## config.mk

```make
export PLATFORM = sky130hd
export DESIGN_NAME = alu_issue_ctrl
export DESIGN_NICKNAME = d
export VERILOG_FILES = /design/src/rtl/alu_issue_ctrl.sv
export SDC_FILE = /design/constraint.sdc
export NUM_CORES = 1
export LEC_CHECK = 0
export CAP_MARGIN = 20
export CORE_ASPECT_RATIO = 0.9
export CORE_UTILIZATION = 43
export CTS_CLUSTER_DIAMETER = 60
export DETAILED_ROUTE_END_ITERATION = 16
export PLACE_DENSITY_LB_ADDON = 0.25
export SLEW_MARGIN = 10
export SYNTH_ARGS = -nofsm -noshare
export SYNTH_HDL_FRONTEND = slang
export SYNTH_SLANG_ARGS = --single-unit
```

## constraint.sdc

```tcl
create_clock -name clk -period 2.35 [get_ports clk]
set_input_delay 0.3525 -clock clk [delete_from_list [all_inputs] [get_ports clk]]
set_output_delay 0.3525 -clock clk [all_outputs]
set_load 0.02 [all_outputs]
```

## src/rtl/alu_issue_ctrl.sv

```systemverilog
// alu_issue_ctrl
//   Issue/writeback sequencer between decode and a combinational ALU.
//   Accepts one decoded op at a time, drives the registered ALU inputs
//   (alu_a/alu_b/alufn), waits a fixed settle time (MUL_CYCLES for MUL,
//   ALU_CYCLES otherwise), captures the ALU result and flags, and offers
//   them to writeback. Illegal ops bypass the ALU and return wb_err=1.
//   Saturating counters track completed ops and completed ops with overflow.
//
// Ports
//   clk, rst_n                      clock, async active-low reset
//   in_valid/in_ready               op handshake; in_op/in_a/in_b/in_rd payload
//   alu_a/alu_b/alufn               registered ALU inputs
//   alu_otp/alu_zero/alu_overflow   ALU result and flags
//   wb_valid/wb_ready               result handshake
//   wb_data/wb_rd/wb_zero/wb_overflow/wb_err   result payload
//   op_count/ovf_count              saturating statistics
//
// state | meaning
// IDLE  | waiting for an op, in_ready=1
// EXEC  | ALU inputs held, counting down the settle time
// WB    | result presented, waiting for wb_ready

module alu_issue_ctrl #(
    parameter int MUL_CYCLES = 2,
    parameter int ALU_CYCLES = 1,
    parameter int CNT_W      = 16
) (
    input  logic             clk,
    input  logic             rst_n,
    input  logic             in_valid,
    output logic             in_ready,
    input  logic [3:0]       in_op,
    input  logic [31:0]      in_a,
    input  logic [31:0]      in_b,
    input  logic [4:0]       in_rd,
    output logic [31:0]      alu_a,
    output logic [31:0]      alu_b,
    output logic [5:0]       alufn,
    input  logic [31:0]      alu_otp,
    input  logic             alu_zero,
    input  logic             alu_overflow,
    output logic             wb_valid,
    input  logic             wb_ready,
    output logic [31:0]      wb_data,
    output logic [4:0]       wb_rd,
    output logic             wb_zero,
    output logic             wb_overflow,
    output logic             wb_err,
    output logic [CNT_W-1:0] op_count,
    output logic [CNT_W-1:0] ovf_count
);

    typedef enum logic [1:0] {IDLE, EXEC, WB} state_t;

    localparam int MAX_CYC = (MUL_CYCLES > ALU_CYCLES) ? MUL_CYCLES : ALU_CYCLES;
    localparam int WAIT_W  = $clog2(MAX_CYC + 1);

    state_t             state_q, state_d;
    logic [WAIT_W-1:0]  wait_q, wait_d;
    logic [31:0]        alu_a_q, alu_a_d, alu_b_q, alu_b_d;
    logic [5:0]         alufn_q, alufn_d;
    logic               wb_valid_q, wb_valid_d;
    logic [31:0]        wb_data_q, wb_data_d;
    logic [4:0]         wb_rd_q, wb_rd_d;
    logic               wb_zero_q, wb_zero_d;
    logic               wb_ovf_q, wb_ovf_d;
    logic               wb_err_q, wb_err_d;
    logic [CNT_W-1:0]   op_cnt_q, op_cnt_d, ovf_cnt_q, ovf_cnt_d;
    logic [5:0]         fn;

    always_comb begin
        case (in_op)
            4'd0:    fn = 6'b000000;
            4'd1:    fn = 6'b000001;
            4'd2:    fn = 6'b000010;
            4'd3:    fn = 6'b000100;
            4'd4:    fn = 6'b000101;
            4'd5:    fn = 6'b000110;
            4'd6:    fn = 6'b001000;
            4'd7:    fn = 6'b001001;
            default: fn = 6'b111111;
        endcase
    end

    always_comb begin
        state_d    = state_q;
        wait_d     = wait_q;
        alu_a_d    = alu_a_q;
        alu_b_d    = alu_b_q;
        alufn_d    = alufn_q;
        wb_valid_d = wb_valid_q;
        wb_data_d  = wb_data_q;
        wb_rd_d    = wb_rd_q;
        wb_zero_d  = wb_zero_q;
        wb_ovf_d   = wb_ovf_q;
        wb_err_d   = wb_err_q;
        op_cnt_d   = op_cnt_q;
        ovf_cnt_d  = ovf_cnt_q;
        case (state_q)
            IDLE: begin
                if (in_valid) begin
                    alufn_d = fn;
                    alu_a_d = in_a;
                    // shifts only use the low 5 bits of the shift amount
                    alu_b_d = (in_op == 4'd6 || in_op == 4'd7) ? {27'b0, in_b[4:0]} : in_b;
                    wb_rd_d = in_rd;
                    if (in_op[3]) begin
                        state_d    = WB;
                        wb_valid_d = 1'b1;
                        wb_err_d   = 1'b1;
                        wb_data_d  = 32'd0;
                        wb_zero_d  = 1'b0;
                        wb_ovf_d   = 1'b0;
                    end else begin
                        state_d = EXEC;
                        wait_d  = (in_op == 4'd2) ? WAIT_W'(MUL_CYCLES) : WAIT_W'(ALU_CYCLES);
                    end
                end
            end
            EXEC: begin
                if (wait_q == WAIT_W'(1)) begin
                    state_d    = WB;
                    wb_valid_d = 1'b1;
                    wb_err_d   = 1'b0;
                    wb_data_d  = alu_otp;
                    wb_zero_d  = alu_zero;
                    wb_ovf_d   = alu_overflow;
                end
                wait_d = wait_q - WAIT_W'(1);
            end
            WB: begin
                if (wb_ready) begin
                    state_d    = IDLE;
                    wb_valid_d = 1'b0;
                    if (op_cnt_q != '1)
                        op_cnt_d = op_cnt_q + CNT_W'(1);
                    if (wb_ovf_q && ovf_cnt_q != '1)
                        ovf_cnt_d = ovf_cnt_q + CNT_W'(1);
                end
            end
            default: state_d = IDLE;
        endcase
    end

    always_ff @(posedge clk or negedge rst_n) begin
        if (!rst_n) begin
            state_q    <= IDLE;
            wait_q     <= '0;
            alu_a_q    <= '0;
            alu_b_q    <= '0;
            alufn_q    <= '0;
            wb_valid_q <= 1'b0;
            wb_data_q  <= '0;
            wb_rd_q    <= '0;
            wb_zero_q  <= 1'b0;
            wb_ovf_q   <= 1'b0;
            wb_err_q   <= 1'b0;
            op_cnt_q   <= '0;
            ovf_cnt_q  <= '0;
        end else begin
            state_q    <= state_d;
            wait_q     <= wait_d;
            alu_a_q    <= alu_a_d;
            alu_b_q    <= alu_b_d;
            alufn_q    <= alufn_d;
            wb_valid_q <= wb_valid_d;
            wb_data_q  <= wb_data_d;
            wb_rd_q    <= wb_rd_d;
            wb_zero_q  <= wb_zero_d;
            wb_ovf_q   <= wb_ovf_d;
            wb_err_q   <= wb_err_d;
            op_cnt_q   <= op_cnt_d;
            ovf_cnt_q  <= ovf_cnt_d;
        end
    end

    // gated with rst_n so in_ready is low for the whole reset, not just after it
    assign in_ready    = rst_n & (state_q == IDLE);
    assign alu_a       = alu_a_q;
    assign alu_b       = alu_b_q;
    assign alufn       = alufn_q;
    assign wb_valid    = wb_valid_q;
    assign wb_data     = wb_data_q;
    assign wb_rd       = wb_rd_q;
    assign wb_zero     = wb_zero_q;
    assign wb_overflow = wb_ovf_q;
    assign wb_err      = wb_err_q;
    assign op_count    = op_cnt_q;
    assign ovf_count   = ovf_cnt_q;

endmodule

```

==> results of run 1 <==
## sequential cells by signal (all words and copies together), names as in the netlist
register and cells:
wait_q 2, wb_rd 5, wb_data 32, wb_zero 1, wb_overflow 1, ovf_count 16, op_count 16, state_q 2
alufn 5, alu_b 32, wb_valid 1, alu_a 32, wb_err 1
## routing by layer
layer	wire [microns]	GRT usage	up-vias	share of wire
li1	-	-	2497	-
met1	6690	0.279	2512	0.41
met2	7840	0.390	192	0.48
met3	1380	0.0938	27	0.085
met4	321	0.0795	0	0.020
met5	0	0	-	0
## area by class of cell
type | instances | area [sq um] | area share
flip-flops and latches | 146 | 3650 | 0.395
inverters | 7 | 26.3 | 0.00284
repair buffers | 263 | 2650 | 0.286
multi-input cells | 419 | 2190 | 0.237
clock inverters | 6 | 32.5 | 0.00352
well taps | 168 | 210 | 0.0227
clock buffers | 23 | 488 | 0.0528
## cell usage after synthesis (all sizes together)
| cell | count |
|---|---|
| ha | 6 |
| dfrtp | 146 |
| and3 | 5 |
| a21oi | 12 |
| and4 | 2 |
| a2111oi | 1 |
| a22oi | 1 |
| or2 | 1 |
| a211oi | 1 |
| o21ai | 39 |
| and2 | 2 |
| nand2 | 218 |
| mux2 | 3 |
| nand4 | 8 |
| nor3 | 6 |
| buf | 18 |
| a31oi | 3 |
| a22o | 28 |
| xnor2 | 13 |
| nor2 | 24 |
| xor2 | 10 |
| nor3b | 1 |
| nand3 | 13 |
| clkbuf | 13 |
| mux2i | 2 |
| o21a | 3 |
| and3b | 1 |
| nor4 | 4 |
| nand2b | 4 |
| or3 | 2 |
| nand4b | 1 |
| nand3b | 1 |
| nor2b | 1 |
| a41oi | 1 |
| and4b | 1 |
| inv | 7 |
| o22ai | 1 |
## critical path, cell delays in order (launching register included)
cell and delay [ns]:
dfrtp_1 0.50, nor2_4 0.21, and2_1 0.15, clkdlybuf4s50_1 0.60
## per-stage QoR
| step | std cells | TNS [ns] | utilization |
|---|---|---|---|
| after floorplan | 603 | 0 | - |
| after global placement | 1003 | 0 | 0.648 |
| after detailed placement | 1003 | -2.41 | 0.648 |
| after CTS | 1032 | 0 | 0.687 |
| final | 1032 | 0 | 0.687 |
| after global routing | 1032 | 0 | 0.687 |
## cells by family after synthesis
group / after synthesis
AO/OA/AOI/OAI: 90
XOR/XNOR: 23
adder cells (fa/ha/maj): 6
buffers and inverters: 38
flip-flops: 146
multiplexers: 5
AND/OR/NAND/NOR: 295
## repair_timing
item,4_1_cts,5_1_grt
pin swaps,0,0
cloned,0,0
endpoints found under the setup margin,1,1
gates resized for setup,1,1
## power groups by stage
stage	registers [W]	logic (W)	clock network (W)
2_1_floorplan	0.00515	0.00146	0
5_1_grt	0.00423	0.00554	0.00258
3_5_place_dp	0.00410	0.00518	0
4_1_cts	0.00410	0.00521	0.00246
3_3_place_gp	0.00407	0.00507	0
6_report	0.00410	0.00515	0.00241
## final timing paths
path                                end   startpoint  depth (start not counted)  slack, ns
max                            in_ready   state_q[0]                          3       0.11
min                        ovf_count[6]        rst_n                          2       0.05
max reg2reg                 op_count[1]  op_count[1]                          6       0.30
min reg2reg                    alufn[2]     alufn[2]                          2       0.47
max in group asynchronous     alu_b[29]        rst_n                          2       1.69
min in group clk               alu_a[0]      in_a[0]                          3       0.46
==> flow_summary_export.csv, run 1 <==
group,metric,value,unit
run_status,outcome,"finished, final reports clean",
logic_synthesis,synthXorXnorAreaFrac,0.0336,
timing,maxClockFrequency,447,MHz
timing,setup_viol_count_final,0,
logic_synthesis,post-synth-top-area-cell,"dfrtp_1",
logic_synthesis,synth_area_per_cell,9.93,sq um
min_path,hp-class,"in -> async",
routing,starting_drt_drc_count,295,
placement,placedInstanceArea,8720,sq um
power,post-layout-total-power,0.0117,W
final_layout,postLayoutCellArea,9250,sq um
cts,clk_pin_slew,0.06,ns
floorplan,dieHeight,114,microns
worst_setup_path,cp.required,2.00,ns
cts,clkLatencyLatePin,0.42,ns
final_layout,nNetsFinal,971,
logic_synthesis,yosysUniqueCellTypes,46,
power,power_frac_seq,0.352,
power,clkPwrFrac,0.207,
global_routing,initial_antenna_violation_count,0,
floorplan,design.core.area,13500,sq um
final_layout,area_growth_syn_to_layout,54.4,%
logic_synthesis,synth_area_leaders,"dfrtp_1, nand2_1, a22o_1",
timing,tightestPinTransition,1.04,ns
cts,cts_setup_buffers,0,
logic_synthesis,yosys_register_bits,146,
timing,hold_ws,0.0481,ns
global_routing,first_pass_grt_wire_length,26300,microns
logic_synthesis,post-synth-top-area-fraction,0.610,
power,cellInternalPower,0.00730,W
worst_setup_path,timing.setup.critical_path_class,"reg -> out",
floorplan,fp.dieArea,14400,sq um
logic_synthesis,synth_seq_area_share,0.610,
routing,dr_total_vias,5228,
power,leakagePower,4.16,nW
worst_setup_path,critPathMaxFanout,11,
global_routing,pin_count_of_the_biggest_net_entering_global_routing,147,
final_layout,post_route_cells_drive_above_1_share,0.0579,
global_routing,grt_pass1_vias,5306,
power,power-per-cell-area,1260,nW/um^2
logic_synthesis,yosys.area_share.simple,0.209,
cts,cts_tree,"done",
logic_synthesis,ys_warn_count,0,
floorplan,rows,40,
final_layout,most_frequent_cells_in_the_layout,"clkdlybuf4s50_1, nand2_1, dfrtp_1, o21ai_0, a22o_1",
logic_synthesis,syn-instance-count,603,
logic_synthesis,synth_top_family_by_area,"simple AND/OR/NAND/NOR gates",
power,switching_part_of_the_total,0.375,
final_layout,fill_cells,1034,
cts,post_cts_hold_buffer_count,0,
logic_synthesis,synth_fa_ha_area_frac,0.0125,
cts,clkSinkCount,146,
final_layout,layout_commonest_cell,"clkdlybuf4s50_1",
power,pwr-share-comb,0.442,
placement,gp_congestion,0.865,
timing,max_slew_margin,0.308,
worst_setup_path,crit_arrival,1.88,ns
placement,detailedPlace.worstSlack,-0.114,ns
timing,rsz0062_at_grt,"false",
timing,finClkSkew,0.00568,ns
global_routing,grt_ovf,0,
routing,route.final.wire_length,16200,microns
routing,firstDrtPassIters,6,
run,maxCapViolations,0,
routing,route.detailed.vias_per_inst,5.07,
logic_synthesis,yosys-mux-area-fraction,0.00961,
cts,clock_path_buffers,2,
timing,maxSlewViolCount,0,
logic_synthesis,postSynthNetCount,720,
worst_setup_path,worstSetupStartpointType,"register",
routing,wl_per_cell,15.7,microns
worst_setup_path,sort_of_element_at_the_end_of_the_critical_path,"output pin",
floorplan,initial_utilization,0.445,
timing,finalCritPeriodShare,0.952,
timing,setup_slack,0.113,ns
cts,h-tree-depth,4,
floorplan,die_width,126,microns
routing,antenna_violating_nets_post_route,0,
power,netSwitchingPower,0.00437,W
floorplan,ios,255,
logic_synthesis,synth_compound_gate_area_share,0.0982,
logic_synthesis,post_synth_instance_area,5990,sq um
routing,route.detailed.drc,0,
timing,timing.final.crit_period,2.24,ns
cts,cts_root_buffer,"clkbuf_16",
cts,cts_buffers,17,
placement,dp_hpwl,11100,microns
global_routing,track_usage,0.235,
final_layout,diodes,0,
power,ir_worst_vdd,0.000792,V
timing,finalHoldViolations,0,
placement,buffer_ports.inserted,254,
No activity file was read; power rests on OpenSTA's default activity.
==> run 2: changes to the inputs <==
--- a/config.mk
+++ b/config.mk
@@ -8,7 +8,7 @@
 export CAP_MARGIN = 20
 export CORE_ASPECT_RATIO = 0.9
 export CORE_UTILIZATION = 43
-export CTS_CLUSTER_DIAMETER = 60
+export CTS_CLUSTER_DIAMETER = 150
 export DETAILED_ROUTE_END_ITERATION = 16
 export PLACE_DENSITY_LB_ADDON = 0.25
 export SLEW_MARGIN = 10
==> results of run 2 <==
Final layout, timing and power as in run 1 (identical DEF).
==> run 3: changes to the inputs <==
--- a/config.mk
+++ b/config.mk
@@ -7,7 +7,7 @@
 export LEC_CHECK = 0
 export CAP_MARGIN = 20
 export CORE_ASPECT_RATIO = 0.9
-export CORE_UTILIZATION = 43
+export CORE_UTILIZATION = 46
 export CTS_CLUSTER_DIAMETER = 150
 export DETAILED_ROUTE_END_ITERATION = 16
 export PLACE_DENSITY_LB_ADDON = 0.25
@@ -15,3 +15,4 @@
 export SYNTH_ARGS = -nofsm -noshare
 export SYNTH_HDL_FRONTEND = slang
 export SYNTH_SLANG_ARGS = --single-unit
+export TNS_END_PERCENT = 10
==> constraint.sdc (replaced) <==
create_clock -name clk -period 2.75 [get_ports clk]
set_input_delay 0.4125 -clock clk [delete_from_list [all_inputs] [get_ports clk]]
set_output_delay 0.4125 -clock clk [all_outputs]
set_load 0.02 [all_outputs]
==> flow_summary_export.csv, run 3 (synthesis gave the netlist of run 1 again) <==
group,metric,value,unit
cts,clock_path_buffers,2,
final_layout,most_frequent_cells_in_the_layout,"clkdlybuf4s50_1, nand2_1, dfrtp_1, o21ai_0, a22o_1",
final_layout,post_route_cells_drive_above_1_share,0.0579,
power,power-per-cell-area,1110,nW/um^2
routing,antenna_violating_nets_post_route,0,
cts,post_cts_hold_buffer_count,0,
timing,setup_viol_count_final,0,
worst_setup_path,sort_of_element_at_the_end_of_the_critical_path,"output pin",
global_routing,grt_ovf,0,
worst_setup_path,cp.required,2.34,ns
power,ir_worst_vdd,0.000783,V
timing,finalHoldViolations,0,
final_layout,finalNonFillerCells,1028,
routing,firstDrtPassIters,4,
worst_setup_path,highest_delay_cell_along_the_critical_path,"clkdlybuf4s50_1",
floorplan,rows,39,
floorplan,die_width,122,microns
cts,clk_pin_slew,0.06,ns
cts,cts_tree,"done",
global_routing,pin_count_of_the_biggest_net_entering_global_routing,147,
cts,cts_buffers,17,
final_layout,area_growth_syn_to_layout,56.0,%
timing,maxClockFrequency,414,MHz
run_status,outcome,"finished, final reports clean",
timing,max_slew_margin,0.339,
placement,gp_congestion,0.820,
global_routing,initial_antenna_violation_count,0,
cts,clkLatencyLatePin,0.42,ns
timing,finalCritPeriodShare,0.877,
global_routing,track_usage,0.239,
timing,tightestPinTransition,0.991,ns
final_layout,diodes,0,
worst_setup_path,critical_path.cell_chain,"nor2_1 > and2_1 > clkdlybuf4s50_1",
run,maxCapViolations,0,
floorplan,design.core.area,12700,sq um
worst_setup_path,critPathMaxFanout,13,
placement,buffer_ports.inserted,254,
timing,timing.final.crit_period,2.41,ns
final_layout,nNetsFinal,968,
timing,finClkSkew,0.00774,ns
min_path,hp-class,"in -> async",
timing,rsz0062_at_grt,"false",
timing,setup_slack,0.337,ns
global_routing,grt_pass1_vias,5066,
timing,setup_tns,0,ns
placement,detailedPlace.worstSlack,0.240,ns
worst_setup_path,worstSetupStartpointType,"register",
placement,dp_hpwl,11200,microns
final_layout,layout_commonest_cell,"clkdlybuf4s50_1",
routing,starting_drt_drc_count,267,
floorplan,ios,255,
routing,dr_total_vias,5174,
floorplan,fp.dieArea,13500,sq um
power,leakagePower,4.20,nW
global_routing,first_pass_grt_wire_length,24600,microns
floorplan,initial_utilization,0.472,
floorplan,dieHeight,110,microns
routing,route.detailed.vias_per_inst,5.03,
placement,placed_cells,996,
cts,cts_setup_buffers,0,
cts,h-tree-depth,4,
timing,maxSlewViolCount,0,
worst_setup_path,timing.setup.critical_path_class,"reg -> out",
worst_setup_path,crit_arrival,2.00,ns
cts,clkSinkCount,146,
routing,wl_per_cell,15.6,microns
routing,route.detailed.drc,0,
cts,post_cts.resized_instances,0,
cts,cts_root_buffer,"clkbuf_16",
worst_setup_path,ff2ff_setup_slack,0.59,ns
worst_setup_path,slowest_delay,0.61,ns
final_layout,finalCoreUtilization,0.736,
routing,route.final.wire_length,16100,microns
==> run 3: cell types whose count changed in the layout (fill, tap and decap cells not counted) <==
cell | before | now
clkbuf_1 | 2 | 1
nor2_4 | 1 | 0
bufinv_16 | 0 | 5
buf_12 | 3 | 2
buf_4 | 6 | 4
nor2_1 | 21 | 22
clkinv_2 | 5 | 4
==> run 3: routing by layer <==
| layer | global-route usage | vias to the layer above | share of wire |
|---|---|---|---|
| met3 | 0.0761 | 22 | 0.071 |
| met2 | 0.393 | 197 | 0.50 |
| met1 | 0.295 | 2461 | 0.41 |
| li1 | - | 2494 | - |
| met5 | 0 | - | 0 |
| met4 | 0.0932 | 0 | 0.017 |
==> run 3: cell type report <==
| type | count | area (sq um) |
|---|---|---|
| Clock buffer | 22 | 484 |
| Clock inverter | 10 | 178 |
| Fill cell | 896 | 3340 |
| Inverter | 7 | 26.3 |
| Multi-Input combinational cell | 419 | 2180 |
| Sequential cell | 146 | 3650 |
| Tap cell | 164 | 205 |
| Timing Repair Buffer | 260 | 2610 |
==> run 3: power breakdown <==
part,switching [W],internal (W)
Clock,0.000849,0.00170
Combinational,0.00231,0.00202
Sequential,0.000550,0.00296
Total,0.00371,0.00668
==> run 3: path summary, 6_finish.rpt <==
kind                            start            to  depth (start not counted)
setup reg to reg           state_q[1]      alu_b[6]                          4
max in group asynchronous       rst_n      alu_a[4]                          2
setup / recovery           state_q[1]      in_ready                          3
hold / removal                  rst_n  ovf_count[3]                          2
min in group clk             alufn[2]      alufn[2]                          2
hold reg to reg              alufn[2]      alufn[2]                          2
==> run 3: critical path: cells and delay by family, from the launching register on <==
kind | cells | cell delay, ns
buffers and inverters | 1 | 0.61
DFF | 1 | 0.53
and+or+nand+nor | 2 | 0.45
==> run 3: through the flow <==
| stage | area (sq um) | power, W | hold WS (ns) |
|---|---|---|---|
| floorplan | 5990 | 0.00565 | 0.117 |
| global placement | 8680 | 0.00774 | 0.455 |
| detailed placement | 8680 | 0.00788 | 0.461 |
| CTS | 9340 | 0.0105 | 0.189 |
| global route | 9340 | 0.0110 | 0.219 |
| finish | 9340 | 0.0104 | 0.122 |
==> edit: new RTL, flow settings as in run 2 <==
Set the parameter `CNT_W` to 20 (it was 16).
--- a/src/rtl/alu_issue_ctrl.sv
+++ b/src/rtl/alu_issue_ctrl.sv
@@ -23,7 +23,7 @@
 module alu_issue_ctrl #(
     parameter int MUL_CYCLES = 2,
     parameter int ALU_CYCLES = 1,
-    parameter int CNT_W      = 16
+    parameter int CNT_W      = 20
 ) (
     input  logic             clk,
     input  logic             rst_n,
Ports: changed (resized op_count and ovf_count); port bits go from 255 to 263. No check against the original RTL was run, so the function may have changed too.
==> edit against run 2 <==
- sequential cell count increased by 8
- critical endpoint unchanged
- synthesized area increased by 6.1%
- count of clock-buffer cells in the layout decreased by 4
- cell count increased by 6.1%
- power increased by 2.5%
- worst setup slack improved by 0.13 ns
- design area increased by 6.9%
- wire length increased by 8.0%
==> edit: results (changes against run 2) <==
| Metric | Value |
|---|---|
| IO Port Bufs | 262 (+3.1%) |
| Syn_nets | 745 (+3.5%) |
| Total global-route track usage | 0.237 (+0.00171) |
| Worst reg2reg path depth | 4 (-2) |
| CTS Buf Count | 17 (unchanged) |
| Router iterations before antenna repair | 4 (-2) |
| Place WS | -0.0639 ns (+0.0499 ns) |
| ANT cells | 0 (unchanged) |
| Worst Tran Pin Value | 1.04 ns (+0.00476 ns) |
| Ratio of cells with drive above 1 in the final layout | 0.0698 (+0.0120) |
| Slowest cell on crit path | dfrtp_1 |
| Delay-heaviest family, CP | flip-flops |
| Area Growth Syn to Fin | 55.6% |
| RR Endpoint | alu_b[22] |
| Critical R2R Launch | state_q[0] |
| Root Driver | clkbuf_16 |
| Met3 WL post-DR | 1180 um (-15%) |
| Synth cell types | 44 (-4.3%) |
| Ys async rst share | 1.00 (unchanged) |
| Post-route ant nets | 0 (unchanged) |
| Worst-Skew Late Latency | 0.43 ns |
| Part of the Yosys area used for sequential elements | 0.606 (-0.00381) |
| FILL cells | 1,039 (+0.48%) |
| Crit path DAT | 1.76 ns (-0.12 ns) |
| Setup crit end | in_ready |
| Top post-synthesis cells by area | dfrtp_1 (61%), nand2_1 (12%), nand3_1 (4.2%) |
| First-pass GRT wire length | 28,000 um (+6.6%) |
| Worst stage delay on the critical path | 0.52 ns (-0.08 ns) |
| Min-Delay Path Class | primary input to asynchronous set/reset pin |
| Number of vias per cell | 5.05 (-0.36%) |
| Starting DRT DRC Count | 198 (-33%) |
| WL/cell | 16.0 um (+1.8%) |
| Synth warn | 0 (unchanged) |
| Final nets | 1,008 (+3.8%) |
| Max H-tree Level | 4 (unchanged) |
| Routed wl met2 | 9150 um (+17%) |
| Status | completed |
| Critical-path maximum fanout | 13 (+2) |
| Vias in the first global route | 5,645 (+6.4%) |
| Worst Skew | 0.00586 ns (+0.000176 ns) |
| Crit path time final | 2.11 ns (-0.125 ns) |
| Largest net degree at the start of global routing | 68 (-54%) |
| M1 WL | 6930 um (+3.5%) |
| Lkg Pwr | 4.57 nW (+9.9%) |
| GP Congestion | 0.821 (-5.1%) |
| VDD IR max | 0.797 mV (+0.59%) |
| Top layer reached by signal wires | met4 |
| Detailed Place HPWL | 12,400 um (+12%) |
| Top post-synthesis cells by count | nand2_1 (211), dfrtp_1 (154), nand3_1 (53) |
==> edit: cell types whose count changed after synthesis, sizes merged, moves of 3 or more <==
cell,change
clkbuf,+5
nor2,+3
dfrtp,+8
nand4,+6
a21oi,-5
buf,-7
o21ai,-31
xnor2,+12
and2,+3
nor2b,+4
nand2,-7
nand3,+40
o21a,-3
==> edit: cell families (layout without fill, tap and decap cells) <==
logic type / Yosys count / count (layout) / synth area share
simple gates: 341 / 341 / 0.241
flops: 154 / 154 / 0.606
compound gates: 50 / 50 / 0.0608
buf+inv: 38 / 312 / 0.0242
xor+xnor: 34 / 34 / 0.0468
fa+ha+maj: 6 / 6 / 0.0118
mux: 5 / 5 / 0.00866
==> edit: repair_timing <==
action	CTS	global route
setup endpoints to repair	1	0
gates resized for setup	1	0
buffers inserted	0	0
hold buffers	1	0
hold endpoints to repair	27	0
==> edit: metal layers <==
layer	vias up	global-route usage
met5	-	0
met4	0	0.0807
met3	21	0.0762
met2	162	0.403
met1	2737	0.278
li1	2607	-
==> edit: layout make-up <==
type,count,area share
Inverter,9,0.00342
Clock inverter,11,0.0220
Timing Repair Buffer,273,0.276
Clock buffer,19,0.0458
Sequential cell,154,0.390
Multi-Input combinational cell,436,0.238
Tap cell,193,0.0244
==> edit: through the flow <==
step	hold slack (ns)	setup TNS (ns)	cell area, um2	instances	total power, mW
floorplan	0.0569	0	6360	628	6.42
global placement	0.230	0	9210	1064	8.74
detailed placement	0.237	-1.31	9210	1064	8.90
CTS	0.357	0	9890	1095	12.1
global route	0.373	0	9890	1095	12.6
finish	0.358	0	9890	1095	12.0
==> edit: report_power, final <==
group          switching, mW  internal (mW)  leakage [nW]
registers              0.568           3.52          1.98
clock network           1.07           2.04         0.322
logic                   2.58           2.19          2.26
total                   4.21           7.74          4.57
